File: src/rtl/fp_add_arbiter.sv
// Round-robin arbiter that shares one registered single-precision adder among
// NUM_REQ requesters, one operation in flight, result returned with requester id.
module fp_add_arbiter #(
  parameter int NUM_REQ     = 4,
  parameter int FPU_LATENCY = 1,
  localparam int ID_W       = (NUM_REQ > 2) ? $clog2(NUM_REQ) : 1
) (
  input  logic                  clk,
  input  logic                  rst_n,
  input  logic [NUM_REQ-1:0]    req_valid,
  output logic [NUM_REQ-1:0]    req_ready,
  input  logic [32*NUM_REQ-1:0] req_a,
  input  logic [32*NUM_REQ-1:0] req_b,
  output logic                  rsp_valid,
  input  logic                  rsp_ready,
  output logic [ID_W-1:0]       rsp_id,
  output logic [31:0]           rsp_data,
  output logic [31:0]           fpu_a,
  output logic [31:0]           fpu_b,
  input  logic [31:0]           fpu_out
);

  localparam int CNT_W = (FPU_LATENCY > 1) ? $clog2(FPU_LATENCY + 1) : 1;

  // Handshakes: a request transfers on the edge where req_valid[i] & req_ready[i];
  // a response transfers on the edge where rsp_valid & rsp_ready.
  typedef enum logic [1:0] {
    S_IDLE = 2'd0,
    S_WAIT = 2'd1,
    S_RESP = 2'd2
  } state_e;

  state_e            state_q, state_d;
  logic [ID_W-1:0]   ptr_q, ptr_d;
  logic [CNT_W-1:0]  cnt_q, cnt_d;
  logic [31:0]       fpu_a_q, fpu_a_d;
  logic [31:0]       fpu_b_q, fpu_b_d;
  logic              rsp_valid_q, rsp_valid_d;
  logic [ID_W-1:0]   rsp_id_q, rsp_id_d;
  logic [31:0]       rsp_data_q, rsp_data_d;

  logic [31:0]       a_arr [NUM_REQ];
  logic [31:0]       b_arr [NUM_REQ];
  logic [ID_W-1:0]   scan_idx;
  logic [ID_W-1:0]   grant_idx;
  logic              grant_found;

  always_comb begin
    for (int i = 0; i < NUM_REQ; i++) begin
      a_arr[i] = req_a[32*i +: 32];
      b_arr[i] = req_b[32*i +: 32];
    end
  end

  // Search starts at ptr and wraps; recomputed every cycle so withdrawn requests drop out.
  always_comb begin
    scan_idx    = '0;
    grant_idx   = '0;
    grant_found = 1'b0;
    for (int k = 0; k < NUM_REQ; k++) begin
      scan_idx = ID_W'((int'(ptr_q) + k) % NUM_REQ);
      if (!grant_found && req_valid[scan_idx]) begin
        grant_found = 1'b1;
        grant_idx   = scan_idx;
      end
    end
  end

  always_comb begin
    state_d     = state_q;
    ptr_d       = ptr_q;
    cnt_d       = cnt_q;
    fpu_a_d     = fpu_a_q;
    fpu_b_d     = fpu_b_q;
    rsp_valid_d = rsp_valid_q;
    rsp_id_d    = rsp_id_q;
    rsp_data_d  = rsp_data_q;
    req_ready   = '0;
    case (state_q)
      S_IDLE: begin
        if (grant_found) begin
          req_ready = {{(NUM_REQ-1){1'b0}}, 1'b1} << grant_idx;
          fpu_a_d   = a_arr[grant_idx];
          fpu_b_d   = b_arr[grant_idx];
          rsp_id_d  = grant_idx;
          cnt_d     = CNT_W'(FPU_LATENCY);
          state_d   = S_WAIT;
        end
      end
      S_WAIT: begin
        if (cnt_q == '0) begin
          rsp_data_d  = fpu_out;
          rsp_valid_d = 1'b1;
          state_d     = S_RESP;
        end else begin
          cnt_d = cnt_q - 1'b1;
        end
      end
      S_RESP: begin
        if (rsp_ready) begin
          rsp_valid_d = 1'b0;
          ptr_d       = (rsp_id_q == ID_W'(NUM_REQ - 1)) ? '0 : rsp_id_q + 1'b1;
          state_d     = S_IDLE;
        end
      end
      default: state_d = S_IDLE;
    endcase
    // Nothing may be accepted while reset is held, even though the state is IDLE.
    if (!rst_n) req_ready = '0;
  end

  always_ff @(posedge clk) begin
    if (!rst_n) begin
      state_q     <= S_IDLE;
      ptr_q       <= '0;
      cnt_q       <= '0;
      fpu_a_q     <= '0;
      fpu_b_q     <= '0;
      rsp_valid_q <= 1'b0;
      rsp_id_q    <= '0;
      rsp_data_q  <= '0;
    end else begin
      state_q     <= state_d;
      ptr_q       <= ptr_d;
      cnt_q       <= cnt_d;
      fpu_a_q     <= fpu_a_d;
      fpu_b_q     <= fpu_b_d;
      rsp_valid_q <= rsp_valid_d;
      rsp_id_q    <= rsp_id_d;
      rsp_data_q  <= rsp_data_d;
    end
  end

  assign fpu_a     = fpu_a_q;
  assign fpu_b     = fpu_b_q;
  assign rsp_valid = rsp_valid_q;
  assign rsp_id    = rsp_id_q;
  assign rsp_data  = rsp_data_q;

endmodule

File: config.mk
export PLATFORM = sky130hd
export DESIGN_NAME = fp_add_arbiter
export DESIGN_NICKNAME = d
export VERILOG_FILES = /design/src/rtl/fp_add_arbiter.sv
export SDC_FILE = /design/constraint.sdc
export NUM_CORES = 1
export LEC_CHECK = 0
export CAP_MARGIN = 20
export CORE_AREA = 2 2 155 157
export CTS_BUF_LIST = sky130_fd_sc_hd__clkbuf_4 sky130_fd_sc_hd__clkbuf_8
export CTS_CLUSTER_DIAMETER = 120
export DETAILED_ROUTE_END_ITERATION = 12
export DIE_AREA = 0 0 157 159
export GPL_ROUTABILITY_DRIVEN = 0
export PLACE_DENSITY_LB_ADDON = 0.25
export SLEW_MARGIN = 40
export SYNTH_ARGS = -nofsm -noshare
export SYNTH_HDL_FRONTEND = slang
export SYNTH_SLANG_ARGS = --single-unit
File: constraint.sdc
create_clock -name clk -period 2.5 [get_ports clk]
set_input_delay 0.25 -clock clk [delete_from_list [all_inputs] [get_ports clk]]
set_output_delay 0.25 -clock clk [all_outputs]
set_load 0.05 [all_outputs]
==> impl_metrics.csv, run 1 <==
group,metric,value,unit
die,pin_count,398,
yosys,synth_edf_count,0,
power,power_frac_seq,0.352,
yosys,synth_seq_cells,104,
place,place_ws,97.12,ps
power,ir_drop,0.0002769,V
sta,hold_slack,395.0,ps
power,power,5591,uW
power,p_leak,0.003687,uW
yosys,netlist.area_leader.share,0.3506,
sta,post-route-period-util,0.9618,
hold_path,hp-class,"in -> reg",
yosys,yosys_most_used_dff,"dfxtp_1",
clock_network,path_clk_slew,120,ps
die,fp.dieW,157,um
yosys,ys_top_cells_by_count,"134 x nand2_1, 104 x dfxtp_1, 68 x mux2i_1",
yosys,yosysTopAreaCell,"dfxtp_1",
finish,fin_nets,1370,
setup_path,worst-setup-path-type,"in -> out",
detailed_routing,via_count,6881,
grt,grt_pass1_wl,39950,um
power,powerDensity,529.5,nW/um2
sta,relSlewSlack,0.5569,
yosys,syn_area,5938,um2
clock_network,clockBufferDepth,2,
clock_network,numCtsBuffers,9,
clock_network,clkLatencyLatePin,400,ps
detailed_routing,route.detailed.wl_per_inst,19.10,um
power,pwr-share-comb,0.444,
sta,worst_pin_slew,664.6,ps
grt,grt_pass1_vias,6860,
yosys,async_reset_ff_frac,0,
finish,area_delta_synth_final,77.79,%
power,internal_power,3328,uW
yosys,syn_nets,1003,
die,die_h,159,um
sta,finalSetupViolCount,0,
clock_network,post_cts_buffers,0,
yosys,synthDistinctLibCells,42,
clock_network,h-tree-depth,3,
yosys,ys_warn_count,0,
die,rows,56,
yosys,synth.avg_cell_area,8.399,um2
sta,grt_setup_unrepaired,"true",
die,coreArea,23190,um2
setup_path,worstSetupStartpointType,"input pin",
yosys,yosysMostFrequentCell,"nand2_1",
sta,finalSetupTns,0,ps
job,cap_violations,0,
sta,finClkSkew,17.45,ps
detailed_routing,wirelength,26740,um
detailed_routing,first_pass_iters,4,
grt,gr-total-overflow,0,
yosys,synth_area_leaders,"dfxtp_1 35%, mux2i_1 11%, a211o_1 9.3%, nand2_1 8.5%, o211ai_1 6.6%",
grt,grt_use_total,0.2053,
power,power_frac_clock,0.204,
setup_path,cp.required,2250,ps
setup_path,endpoint_kind,"output pin",
detailed_routing,ant_nets,0,
detailed_routing,route.detailed.drc,0,
sta,worst_slack,95.48,ps
finish,drive_gt1_frac,0.07507,
clock_network,cts_tree,"yes",
setup_path,cp_max_fo,7,
finish,design_area,10560,um2
run_status,status,"finished, final reports clean",
detailed_routing,drt_iter0_drc,415,
sta,fmax,0.4159,GHz
yosys,ys_seq_area_frac,0.3506,
grt,grt_max_degree,51,
die,fp.dieArea,24960,um2
place,dpl.hpwl,19380,um
sta,finalCriticalPeriod,2405,ps
power,power.switching,2263,uW
die,initial_core_util,0.2560,
detailed_routing,vias_per_cell,4.915,
clock_network,cts.sinks,104,
power,power_switching_share,0.4047,
place,placed_cell_area,10330,um2
sta,hold_viol,0,
yosys,synthCells,707,
place,numPortBuffers,397,
clock_network,cts_root_buf,"clkbuf_8",
sta,slew_violations,0,
grt,antenna_found_initial,2,
setup_path,arrival,2150,ps
clock_network,ctsHoldBuffers,0,
## cells by family after synthesis
family / count (synthesis) / synth area share
simple gates: 221 / 0.1662
fa+ha+maj: 1 / 0.002107
flops: 104 / 0.3506
mux: 68 / 0.1146
buf+inv: 76 / 0.06932
compound gates: 237 / 0.2971
## power by group through the flow
| stage | sequential (uW) | clock [uW] | combinational, uW |
|---|---|---|---|
| 6_report | 1970 | 1140 | 2480 |
| 5_1_grt | 1990 | 1250 | 2620 |
| 4_1_cts | 1970 | 1190 | 2510 |
| 3_5_place_dp | 2000 | 0 | 2500 |
| 3_3_place_gp | 2000 | 0 | 2490 |
| 2_1_floorplan | 2650 | 0 | 694 |
## worst max-delay path, stage by stage
cell	delay [ps]
clkdlybuf4s50_1	610
nor4_2	60
buf_4	150
nor3_4	240
and2_4	230
nand2_2	190
nor2_1	240
buf_12	170
## flip-flops by register name, indices dropped and copies added, names as in the netlist
signal,flops
cnt_q,1
fpu_a,32
ptr_q,2
fpu_b,32
rsp_valid,1
state_q,2
rsp_id,2
rsp_data,32
## area by class of cell
cell class | instances | area [um2]
clock buffer | 9 | 123.9
tap | 319 | 399.1
timing repair buffer | 429 | 4367
sequential | 104 | 2083
antenna | 2 | 5.005
inverter | 3 | 11.26
fill | 2301 | 12630
multi-input combinational | 527 | 3482
clock inverter | 7 | 86.33
## metrics by stage
stage,utilization,std cells
2_1_floorplan,-,707
3_3_place_gp,0.4456,1382
3_5_place_dp,0.4456,1382
4_1_cts,0.4548,1398
5_1_grt,0.4550,1398
6_report,0.4552,1400
## repair_timing
item | CTS | global route
gates resized for setup | 1 | 2
gates cloned | 0 | 0
hold endpoints to repair | 0 | 0
endpoints found under the setup margin | 2 | 2
## path summary, 6_finish.rpt
| path | from | end | slack (ps) | depth (start not counted) |
|---|---|---|---|---|
| max | req_valid[2] | req_ready[0] | 100 | 8 |
| min | fpu_out[9] | rsp_data[9]$_SDFFE_PN0P_ | 390 | 3 |
| max reg2reg | ptr_q[1]$_SDFFE_PN0P_ | fpu_a[27]$_SDFFE_PN0P_ | 530 | 6 |
| min reg2reg | rsp_data[28]$_SDFFE_PN0P_ | rsp_data[28]$_SDFFE_PN0P_ | 470 | 2 |
## routing by layer
layer / vias to the layer above / routed length (um) / GRT usage
met3: 32 / 2192 / 0.05144
met2: 298 / 12990 / 0.3600
li1: 3313 / - / -
met4: 0 / 635 / 0.06005
met1: 3238 / 10920 / 0.2457
met5: - / 0 / 0
## layout by cell type (no fill, tap or decap), drive strengths merged, types with 2 or more instances in the layout
cell / Yosys / final
nand3: 63 / 63
mux2i: 68 / 68
and2: 2 / 2
clkdlybuf4s50: 0 / 393
dfxtp: 104 / 104
nand2b: 3 / 3
o21ai: 64 / 64
clkinv: 0 / 5
buf: 42 / 36
inv: 3 / 5
o211ai: 63 / 63
diode: 0 / 2
nand2: 135 / 135
nor3: 2 / 2
nor2b: 3 / 3
a21oi: 6 / 6
nor2: 7 / 7
clkbuf: 31 / 9
o22ai: 2 / 2
nor3b: 2 / 2
a21boi: 33 / 33
a211o: 63 / 63
o21a: 2 / 2
Note: power is estimated with default switching activity, not from simulation.
==> inputs of run 2 (changes only) <==
--- a/config.mk
+++ b/config.mk
@@ -13,6 +13,7 @@
 export DIE_AREA = 0 0 157 159
 export GPL_ROUTABILITY_DRIVEN = 0
 export PLACE_DENSITY_LB_ADDON = 0.25
+export SKIP_CTS_REPAIR_TIMING = 1
 export SLEW_MARGIN = 40
 export SYNTH_ARGS = -nofsm -noshare
 export SYNTH_HDL_FRONTEND = slang
==> run 2 against run 1 <==
Sequential power is essentially flat. Final area hardly changed. Via count hardly changed. Largest power group unchanged. Clock power about the same.
==> impl_metrics.csv, run 2 (synthesis results as in run 1) <==
group,metric,value,unit
power,power,5592,uW
finish,final_cell_mix,"393 x clkdlybuf4s50_1, 133 x nand2_1, 103 x dfxtp_1, 67 x mux2i_1",
clock_network,cts_tree,"yes",
die,die_h,159,um
hold_path,whs_path_depth,3,
finish,final_cells,1400,
sta,worst_pin_slew,661.5,ps
finish,fin_nets,1370,
job,cap_violations,0,
clock_network,cts.sinks,104,
die,fp.dieW,157,um
setup_path,arrival,2110,ps
power,power.switching,2263,uW
place,numPortBuffers,397,
grt,gr-total-overflow,0,
detailed_routing,route.detailed.drc,0,
power,power_switching_share,0.4047,
sta,finClkSkew,16.30,ps
die,rows,56,
die,initial_core_util,0.2560,
clock_network,path_clk_slew,130,ps
sta,finalSetupTns,0,ps
power,pwr-share-comb,0.444,
sta,slew_violations,0,
clock_network,clockBufferDepth,2,
clock_network,clkLatencyLatePin,400,ps
detailed_routing,first_pass_iters,5,
place,placed_cells,1382,
sta,worst_slack,144.4,ps
detailed_routing,ant_nets,0,
power,p_leak,0.003687,uW
detailed_routing,route.detailed.wl_per_inst,19.06,um
power,internal_power,3329,uW
detailed_routing,drt_iter0_drc,408,
place,placed_cell_area,10330,um2
grt,grt_pass1_wl,39950,um
die,fp.dieArea,24960,um2
power,ir_drop,0.0002787,V
grt,grt_pass1_vias,6856,
finish,area_delta_synth_final,77.83,%
sta,hold_viol,0,
clock_network,numCtsBuffers,9,
run_status,status,"finished, final reports clean",
detailed_routing,vias_per_cell,4.911,
place,dpl.hpwl,19380,um
grt,grt_max_degree,51,
sta,relSlewSlack,0.5590,
grt,antenna_found_initial,2,
place,place_ws,97.12,ps
sta,fmax,0.4245,GHz
setup_path,cp.required,2250,ps
detailed_routing,wirelength,26680,um
sta,post-route-period-util,0.9422,
finish,design_area,10560,um2
sta,grt_setup_unrepaired,"false",
setup_path,endpoint_kind,"output pin",
clock_network,h-tree-depth,3,
clock_network,cts_root_buf,"clkbuf_8",
finish,layout_commonest_cell,"clkdlybuf4s50_1",
setup_path,cp_max_fo,7,
setup_path,ff2ff_path_depth,6,
hold_path,hp-class,"in -> reg",
sta,finalCriticalPeriod,2356,ps
setup_path,worst-setup-path-type,"in -> out",
finish,fill_cells,2300,
finish,multiInputGateArea,3485,um2
die,pin_count,398,
power,powerDensity,529.5,nW/um2
finish,drive_gt1_frac,0.07600,
setup_path,worstSetupStartpointType,"input pin",
finish,regArea,2083,um2
power,power_frac_clock,0.204,
die,coreArea,23190,um2
power,power_frac_seq,0.352,
sta,finalSetupViolCount,0,
grt,grt_use_total,0.2053,
detailed_routing,via_count,6876,
run 2: cell count changes in the layout (fill, tap and decap cells not counted):
cell / before / now
nor2_2: 1 / 2
nor2_1: 5 / 4
run 2: worst paths after layout:
| kind | from | endpoint | slack, ps |
|---|---|---|---|
| max | req_valid[2] | req_ready[0] | 140 |
| min | fpu_out[7] | rsp_data[7]$_SDFFE_PN0P_ | 400 |
| max reg2reg | ptr_q[1]$_SDFFE_PN0P_ | fpu_a[27]$_SDFFE_PN0P_ | 540 |
| min reg2reg | rsp_data[26]$_SDFFE_PN0P_ | rsp_data[26]$_SDFFE_PN0P_ | 470 |
run 2: layout make-up:
type,instances,area share
multi-input combinational,527,0.3300
timing repair buffer,429,0.4135
antenna,2,0.0004739
clock inverter,7,0.008175
inverter,3,0.001066
sequential,104,0.1973
tap,319,0.03780
clock buffer,9,0.01173
run 2: critical path, cell delays in order:
cell and delay [ps]:
clkdlybuf4s50_1 610, nor4_2 60, buf_4 150, nor3_4 240
and2_4 230, nand2_2 200, nor2_2 200, buf_12 150
run 2: through the flow:
stage            util  hold slack, ps
2_1_floorplan       -           394.9
3_3_place_gp   0.4456           445.7
6_report       0.4553           398.9
4_1_cts        0.4546           367.9
5_1_grt        0.4551           392.5
3_5_place_dp   0.4456           450.5
run 2: power by group through the flow:
stage | clock (uW) | combinational (uW) | sequential (uW)
6_report | 1140 | 2490 | 1970
3_5_place_dp | 0 | 2500 | 2000
5_1_grt | 1250 | 2620 | 1990
4_1_cts | 1190 | 2510 | 1970
3_3_place_gp | 0 | 2490 | 2000
2_1_floorplan | 0 | 694 | 2650
run 2: routing by layer:
layer	routed length, um	part of all wire	GRT usage
met1	11030	0.41	0.2457
met2	12970	0.49	0.3600
met3	2045	0.077	0.05144
met4	635	0.024	0.06005
met5	0	0	0
==> inputs of run 3 (changes only) <==
--- a/config.mk
+++ b/config.mk
@@ -6,11 +6,14 @@
 export NUM_CORES = 1
 export LEC_CHECK = 0
 export CAP_MARGIN = 20
-export CORE_AREA = 2 2 155 157
+export CELL_PAD_IN_SITES_DETAIL_PLACEMENT = 1
+export CELL_PAD_IN_SITES_GLOBAL_PLACEMENT = 1
+export CORE_ASPECT_RATIO = 0.75
+export CORE_MARGIN = 5
+export CORE_UTILIZATION = 25
 export CTS_BUF_LIST = sky130_fd_sc_hd__clkbuf_4 sky130_fd_sc_hd__clkbuf_8
 export CTS_CLUSTER_DIAMETER = 120
 export DETAILED_ROUTE_END_ITERATION = 12
-export DIE_AREA = 0 0 157 159
 export GPL_ROUTABILITY_DRIVEN = 0
 export PLACE_DENSITY_LB_ADDON = 0.25
 export SKIP_CTS_REPAIR_TIMING = 1
==> run 3 against run 2 <==
Final area down 0.72%. Sequential cell count unchanged. Sequential share of layout area up 0.14 points.
==> impl_metrics.csv, run 3 (synthesis results as in run 1) <==
group,metric,value,unit
run_status,status,"finished, final reports clean",
die,rows,48,
detailed_routing,ant_nets,0,
detailed_routing,wl_met2,14740,um
setup_path,cp.required,2250,ps
setup_path,rrSetupSlack,560,ps
sta,finClkSkew,12.63,ps
place,dpl.hpwl,22310,um
sta,post-route-period-util,0.9377,
power,power.switching,2229,uW
die,die_h,143.5,um
finish,layout_commonest_cell,"clkdlybuf4s50_1",
setup_path,ff2ff_path_depth,6,
setup_path,slowest_stage,"clkdlybuf4s50_1",
setup_path,worstReg2RegStart,"ptr_q[1]$_SDFFE_PN0P_",
power,power_switching_share,0.3907,
detailed_routing,m1WireLength,12060,um
sta,fmax,0.4266,GHz
hold_path,hp-class,"in -> reg",
detailed_routing,drt_iter0_drc,258,
die,initial_core_util,0.2562,
grt,grt_pass1_wl,44060,um
grt,grt_use_total,0.2093,
setup_path,cp_max_fo,4,
clock_network,cts_tree,"yes",
setup_path,critical-path-max-stage-delay,610,ps
clock_network,numCtsBuffers,9,
clock_network,clkLatencyLatePin,390,ps
finish,area_delta_synth_final,76.55,%
sta,worst_pin_slew,679.3,ps
power,power_frac_seq,0.345,
place,placed_cell_area,10240,um2
power,powerDensity,544.2,nW/um2
hold_path,worstHoldStart,"fpu_out[20]",
sta,finalCriticalPeriod,2344,ps
job,cap_violations,0,
power,pwr-share-comb,0.435,
hold_path,holdPathEnd,"rsp_data[20]$_SDFFE_PN0P_",
detailed_routing,routed.top_layer,"met4",
place,place_ws,151.9,ps
detailed_routing,via_count,6988,
setup_path,worst-setup-path-type,"in -> out",
clock_network,cts_root_buf,"clkbuf_8",
finish,fin_nets,1363,
setup_path,worstSetupStartpointType,"input pin",
clock_network,h-tree-depth,3,
power,power_frac_clock,0.220,
setup_path,endpoint_kind,"output pin",
sta,relSlewSlack,0.5471,
detailed_routing,wirelength,29980,um
grt,grt_max_degree,64,
detailed_routing,route.detailed.drc,0,
detailed_routing,first_pass_iters,4,
die,fp.dieW,188.0,um
grt,gr-total-overflow,0,
clock_network,clockBufferDepth,2,
sta,hold_viol,0,
detailed_routing,route.detailed.wl_per_inst,21.80,um
grt,grt_pass1_vias,7463,
setup_path,crit_path_cell_trace,"clkdlybuf4s50_1 -> nor4_2 -> buf_4 -> nor3_4 -> and2_4 -> nand2_2 -> nor2_1 -> buf_12",
finish,fill_cells,2706,
hold_path,whs_path_depth,3,
finish,drive_gt1_frac,0.06903,
setup_path,arrival,2090,ps
sta,worst_slack,155.7,ps
detailed_routing,vias_per_cell,5.082,
die,coreArea,23180,um2
power,p_leak,0.003652,uW
setup_path,path_delay_family,"buffers and inverters",
power,ir_drop,0.0002949,V
clock_network,path_clk_slew,110,ps
finish,design_area,10480,um2
finish,final_cell_mix,"393 x clkdlybuf4s50_1, 133 x nand2_1, 103 x dfxtp_1, 67 x mux2i_1",
clock_network,cts.sinks,104,
die,pin_count,398,
die,fp.dieArea,26970,um2
sta,finalSetupViolCount,0,
detailed_routing,dr_wl_met3,2557,um
place,numPortBuffers,397,
power,internal_power,3477,uW
grt,antenna_found_initial,1,
setup_path,critPathBufInv,3,
sta,slew_violations,0,
setup_path,r2r_end,"fpu_b[16]$_SDFFE_PN0P_",
## run 3: how the worst max path moves through the flow
stage	start	to	slack, ps	depth (start not counted)
CTS	ptr_q[1]$_SDFFE_PN0P_	req_ready[3]	-70	6
detailed placement	req_valid[2]	req_ready[3]	150	7
finish	req_valid[2]	req_ready[0]	160	8
global placement	req_valid[2]	req_ready[3]	170	7
global route	req_valid[2]	req_ready[0]	-10	8
floorplan	ptr_q[1]$_SDFFE_PN0P_	req_ready[3]	230	7
## run 3: final cells by class
cell class / instances / area [um2] / area share
inverters: 3 / 11.26 / 0.001074
multi-input cells: 527 / 3482 / 0.3321
diodes: 3 / 7.507 / 0.0007161
well taps: 300 / 375.4 / 0.03580
clock buffers: 9 / 123.9 / 0.01182
repair buffers: 422 / 4302 / 0.4103
flip-flops and latches: 104 / 2083 / 0.1987
clock inverters: 7 / 98.84 / 0.009428
## run 3: worst register-to-register path, cell delays in order (launching register included)
cell and delay [ps]:
dfxtp_2 440, mux2i_2 330, o22ai_4 160, nor2_4 210, buf_12 240, mux2i_1 380, o211ai_2 100
## run 3: metal layers
metal / GRT usage / up-vias
met3: 0.08281 / 34
met5: 0 / -
met1: 0.2383 / 3397
met4: 0.06062 / 0
li1: - / 3296
met2: 0.3675 / 261
## run 3: power groups by stage
stage	logic (uW)	registers (uW)	clock network [uW]
finish	2480	1970	1250
global route	2620	2000	1360
floorplan	694	2650	0
detailed placement	2500	2010	0
global placement	2480	2000	0
CTS	2510	1970	1320
## run 3: through the flow
stage,total power [uW],TNS (ps),hold WS [ps],cells,util
2_1_floorplan,3346,0,394.9,707,-
3_3_place_gp,4478,0,442.2,1356,0.4419
3_5_place_dp,4509,0,454.4,1356,0.4419
4_1_cts,5798,-72.19,368.7,1372,0.4515
5_1_grt,5974,-12.50,383.5,1373,0.4520
6_report,5706,0,410.1,1375,0.4522
